### src/rtl/rr_arb_index_if.sv
// Arbiter bus: request/release from the requesters, registered grant index/valid/timeout back.
// The release strobe is named rel because "release" is a reserved word.
interface rr_arb_index_if #(
  parameter int unsigned n = 2
);
  logic [2**n-1:0] req;
  logic            rel;
  logic [n-1:0]    idx;
  logic            valid;
  logic            timeout;

  modport master (output req, output rel, input idx, input valid, input timeout);
  modport slave  (input req, input rel, output idx, output valid, output timeout);
endinterface

### src/rtl/rr_arb_index.sv
// Round-robin arbiter over 2**n requesters with a binary grant index, optional hold
// timeout, and one forced idle cycle between grants for break-before-make decoding.
module rr_arb_index #(
  parameter int unsigned n        = 2,
  parameter int unsigned HOLD_MAX = 0,
  parameter int unsigned CW       = 8
) (
  input  logic               clk,
  input  logic               rst_n,
  rr_arb_index_if.slave      bus
);
  localparam int unsigned    N         = 2**n;
  localparam logic [CW-1:0]  HOLD_LAST = CW'(HOLD_MAX - 1);

  typedef enum logic {IDLE, GRANT} state_t;

  state_t         state, state_n;
  logic [n-1:0]   idx, idx_n;
  logic           valid, valid_n;
  logic           timeout, timeout_n;
  logic [n-1:0]   ptr, ptr_n;
  logic [CW-1:0]  cnt, cnt_n;

  logic [n-1:0]   win, j;
  logic           found;
  logic           end_hold, end_time;

  // Rotating priority: first set request at or after ptr, wrapping mod N.
  always_comb begin
    win   = '0;
    found = 1'b0;
    j     = '0;
    for (int unsigned off = 0; off < N; off++) begin
      j = ptr + n'(off);
      if (!found && bus.req[j]) begin
        win   = j;
        found = 1'b1;
      end
    end
  end

  always_comb begin
    state_n   = state;
    idx_n     = idx;
    valid_n   = valid;
    timeout_n = 1'b0;
    ptr_n     = ptr;
    cnt_n     = cnt;
    end_hold  = bus.rel || !bus.req[idx];
    end_time  = (HOLD_MAX != 0) && (cnt == HOLD_LAST);
    case (state)
      IDLE: begin
        valid_n = 1'b0;
        if (found) begin
          idx_n   = win;
          valid_n = 1'b1;
          cnt_n   = '0;
          state_n = GRANT;
        end
      end
      GRANT: begin
        if (end_hold || end_time) begin
          valid_n   = 1'b0;
          ptr_n     = idx + n'(1);
          timeout_n = end_time && !end_hold;
          state_n   = IDLE;
        end else if (cnt != '1) begin
          cnt_n = cnt + CW'(1);
        end
      end
      default: state_n = IDLE;
    endcase
  end

  always_ff @(posedge clk) begin
    if (!rst_n) begin
      state   <= IDLE;
      idx     <= '0;
      valid   <= 1'b0;
      timeout <= 1'b0;
      ptr     <= '0;
      cnt     <= '0;
    end else begin
      state   <= state_n;
      idx     <= idx_n;
      valid   <= valid_n;
      timeout <= timeout_n;
      ptr     <= ptr_n;
      cnt     <= cnt_n;
    end
  end

  assign bus.idx     = idx;
  assign bus.valid   = valid;
  assign bus.timeout = timeout;
endmodule

### src/flat_wrapper.sv
// flat-port wrapper written by rule: the top's interface ports become plain ports
module rr_arb_index_flat 
#(
  parameter int unsigned n        = 2,
  parameter int unsigned HOLD_MAX = 0,
  parameter int unsigned CW       = 8
)
  (clk, rst_n, bus_req, bus_rel, bus_idx, bus_valid, bus_timeout);
  rr_arb_index_if #(.n(n)) bus_i ();
  input  logic clk;
  input  logic rst_n;
  input wire logic [$bits(bus_i.req)-1:0] bus_req;
  input wire logic [$bits(bus_i.rel)-1:0] bus_rel;
  output wire logic [$bits(bus_i.idx)-1:0] bus_idx;
  output wire logic [$bits(bus_i.valid)-1:0] bus_valid;
  output wire logic [$bits(bus_i.timeout)-1:0] bus_timeout;
  assign bus_i.req = bus_req;
  assign bus_i.rel = bus_rel;
  assign bus_idx = bus_i.idx;
  assign bus_valid = bus_i.valid;
  assign bus_timeout = bus_i.timeout;
  rr_arb_index #(.n(n), .HOLD_MAX(HOLD_MAX), .CW(CW)) u_core (.clk(clk), .rst_n(rst_n), .bus(bus_i));
endmodule
### config.mk
export PLATFORM = sky130hd
export DESIGN_NAME = rr_arb_index_flat
export DESIGN_NICKNAME = d
export VERILOG_FILES = /design/src/rtl/rr_arb_index_if.sv /design/src/rtl/rr_arb_index.sv /design/src/flat_wrapper.sv
export SDC_FILE = /design/constraint.sdc
export NUM_CORES = 1
export LEC_CHECK = 0
export CAP_MARGIN = 40
export CORE_AREA = 2 2 39 41
export DETAILED_ROUTE_END_ITERATION = 10
export DIE_AREA = 0 0 41 43
export GPL_TIMING_DRIVEN = 0
export PLACE_DENSITY = 0.54
export SYNTH_ARGS = -nofsm -noshare
export SYNTH_HDL_FRONTEND = slang
export SYNTH_SLANG_ARGS = --single-unit
### constraint.sdc
create_clock -name clk -period 1.7 [get_ports clk]
set_input_delay 0.51 -clock clk [delete_from_list [all_inputs] [get_ports clk]]
set_output_delay 0.51 -clock clk [all_outputs]
set_load 0.05 [all_outputs]
==> results by group <==
Critical path
  – Worst reg2reg path startpoint: u_core.ptr[1]
  – Worst R2R Setup Slack: 0.23 ns
  – Slowest stage cell, crit path: clkdlybuf4s50_1
  – Crit path cell chain: clkdlybuf4s50_1 -> or2_2 -> o22ai_2 -> nor2_1 -> o221a_2
  – Crit end category: flip-flop
  – Startpoint Class: input port
  – CP peak stage delay: 0.40 ns
  – RR Endpoint: u_core.bus.idx[0]
  – Crit path DAT: 1.78 ns
  – Critical Path Fanout Max: 4
  – R2R depth: 4
  – Crit path kind: input port to flip-flop
  – CP required: 1.83 ns

CTS
  – CTS Hold Bufs: 0
  – Root Buffer Master: clkbuf_4
  – Num CTS Buffers: 3
  – CTS tree: yes
  – Post-CTS Setup Repair Bufs: 0
  – CTS Sinks: 6
  – Clock Latency Late Sink: 0.24 ns
  – CTS Buffer Depth: 2
  – Clock slew at reported path FFs: 0.04 ns
  – H-tree lvl count: 1

Drt
  – DRC Markers: 0
  – Vias per cell: 4.87
  – Drt wl/cell: 11.2 um
  – Initial DRC count: 4
  – Routed WL: 853 um
  – Final ANT Viol Nets: 0
  – Drt pass-1 iters: 2
  – Vias: 370

Synthesis
  – Seq cells post-synth: 6
  – Average cell area after synthesis: 7.84 sq um
  – Syn Std Cell Area: 384 sq um
  – Seq/Total Area, Yosys: 0.313
  – Syn. warnings: 0
  – Synth Net Count: 56
  – Post-Synthesis Cells: 49
  – Yosys cell types: 26

Placement
  – IO buf count: 9
  – DP HPWL: 635 um
  – RePlAce Congestion: 0.713
  – Placement-stage cell area: 494 sq um

Floorplanning
  – Die footprint: 1760 sq um
  – Die width: 41 um
  – Row count: 14
  – Die height: 43 um
  – Initial Utilization: 0.278
  – Core box area: 1380 sq um
  – Number of primary I/O pins: 11

Final layout
  – Diodes inserted: 0
  – Area of the multi-input gates: 246 sq um
  – Final Cell Area: 504 sq um
  – Share of layout cells above drive strength 1: 0.200
  – Nets: 69
  – Area growth from synthesis to layout: 31.3%
  – FF+latch area: 120 sq um
  – Finished Core Util: 0.364
  – Layout filler cell count: 148

Worst hold path
  – Hold path start: u_core.bus.valid
  – HP Class: flip-flop to flip-flop
  – Hold EP: u_core.bus.valid
  – Hold path cells: 2

Global route
  – Largest net degree at the start of global routing: 9
  – Global Route Usage Sum: 0.130
  – Global-route wire length before repair: 1.53 mm
  – Vias in the first global route: 328
  – Initial antenna violation count: 0
  – Total gr overflow: 0

Power
  – VDD IR-drop max: 0.000393 V
  – Leak pwr: 0.203 nW
  – Total power: 0.000430 W
  – PD cells: 854 nW/um^2

Timing
  – Final min period: 1.65 ns
  – RSZ-0062 raised after global routing: no
  – Final Cycle Share: 0.968
  – Final Hold Viols: 0
  – # setup viols final: 0
  – F_max: 608 MHz
  – Final setup skew: 0.00336 ns
  – Slew Limit Fails: 0

Status
  – Outcome: completed

Flow run
  – Max Cap Violations: 0
worst max-delay path: cells and delay by family:
family | cells | cell delay [ns]
AO/OA/AOI/OAI | 2 | 0.50
AND/OR/NAND/NOR | 2 | 0.36
buffers and inverters | 1 | 0.40
power breakdown:
part           leakage, nW  internal [W]  switching, W
registers           0.0498      0.000156     0.0000195
logic                0.139     0.0000533     0.0000726
clock network       0.0138     0.0000797     0.0000488
cell usage after synthesis:
library cell  instances  area, sq um
a21oi_1               2         10.0
o22ai_1               2         12.5
o221a_2               2         22.5
buf_2                 1         5.00
clkbuf_1              1         3.75
inv_1                 2         7.51
buf_4                 1         7.51
xnor2_1               1         8.76
or4_1                 1         7.51
a21boi_1              1         7.51
nand2b_1              1         6.26
or2b_1                1         7.51
nor3b_1               1         7.51
nand2_1               7         26.3
mux2i_1               3         30.0
or2_1                 1         6.26
nor4_1                1         6.26
a21boi_0              2         15.0
and4b_2               1         11.3
nor2_1                4         15.0
conb_1                1         3.75
or2_2                 1         6.26
dfxtp_1               6          120
nor4b_1               1         8.76
o21ai_0               3         15.0
a31oi_1               1         6.26
through the flow:
step,cells,hold WS (ns),setup slack [ns],TNS (ns)
after floorplan,49,0.506,0.0723,0
final,76,0.476,0.0540,0
after CTS,77,0.478,0.00794,0
after global routing,76,0.500,0.00158,0
after global placement,74,0.465,-0.430,-1.54
after detailed placement,74,0.457,-0.453,-1.46
worst max path at each step:
| stage | from | end | slack, ns | cells after the start |
|---|---|---|---|---|
| 3_3_place_gp | bus_req[2] | u_core.bus.idx[0] | -0.43 | 5 |
| 4_1_cts | u_core.bus.idx[1] | bus_idx[1] | 0.008 | 1 |
| 5_1_grt | bus_req[0] | u_core.bus.idx[0] | 0.002 | 5 |
| 2_1_floorplan | u_core.bus.idx[0] | u_core.ptr[0] | 0.07 | 5 |
| 3_5_place_dp | bus_req[2] | u_core.bus.idx[0] | -0.45 | 5 |
| 6_report | bus_rel | u_core.ptr[1] | 0.05 | 5 |
final cells by class:
cell class	count	share of cell area
sequential	6	0.238
tap	16	0.0397
inverter	2	0.0149
buffer	2	0.0248
timing repair buffer	9	0.149
clock buffer	3	0.0447
multi-input combinational	38	0.489
sequential cells by signal, summed over array words and instances, names as in the netlist:
| name | cells |
|---|---|
| u_core.state | 1 |
| u_core.ptr | 2 |
| u_core.bus.idx | 2 |
| u_core.bus.valid | 1 |
cells by family (layout without fill, tap and decap cells):
kind of cell	count (synthesis)	count (layout)	share of synthesized area
and+or+nand+nor	20	20	0.283
AOI/OAI and AO/OA	13	13	0.231
DFF	6	6	0.313
buffers and inverters	5	16	0.0619
muxes	3	3	0.0782
other	1	1	0.00976
xor gates and xnor gates	1	1	0.0228
placed cells by master, fill, tap and decap left out, drive strengths merged:
master	n
clkdlybuf4s15	1
nor2	4
nor4b	1
and4b	1
clkdlybuf4s50	2
a21boi	3
dlygate4sd2	4
xnor2	1
nand2	7
inv	2
nor4	1
a31oi	1
a21oi	2
or2	2
clkbuf	5
buf	2
or2b	1
o221a	2
nand2b	1
o22ai	2
conb	1
or4	1
mux2i	3
o21ai	3
dfxtp	6
nor3b	1
timing repair:
item                       in CTS  in global routing
cloned                          0                  0
gates resized for setup         9                  4
setup endpoints to repair       6                  2
layer usage:
metal	vias to the layer above	GRT usage	routed length [um]
met2	13	0.166	367
li1	197	-	-
met5	-	0	0
met3	0	0.0628	78
met4	0	0.0400	0
met1	160	0.188	406
Note: power is estimated with default switching activity, not from simulation.
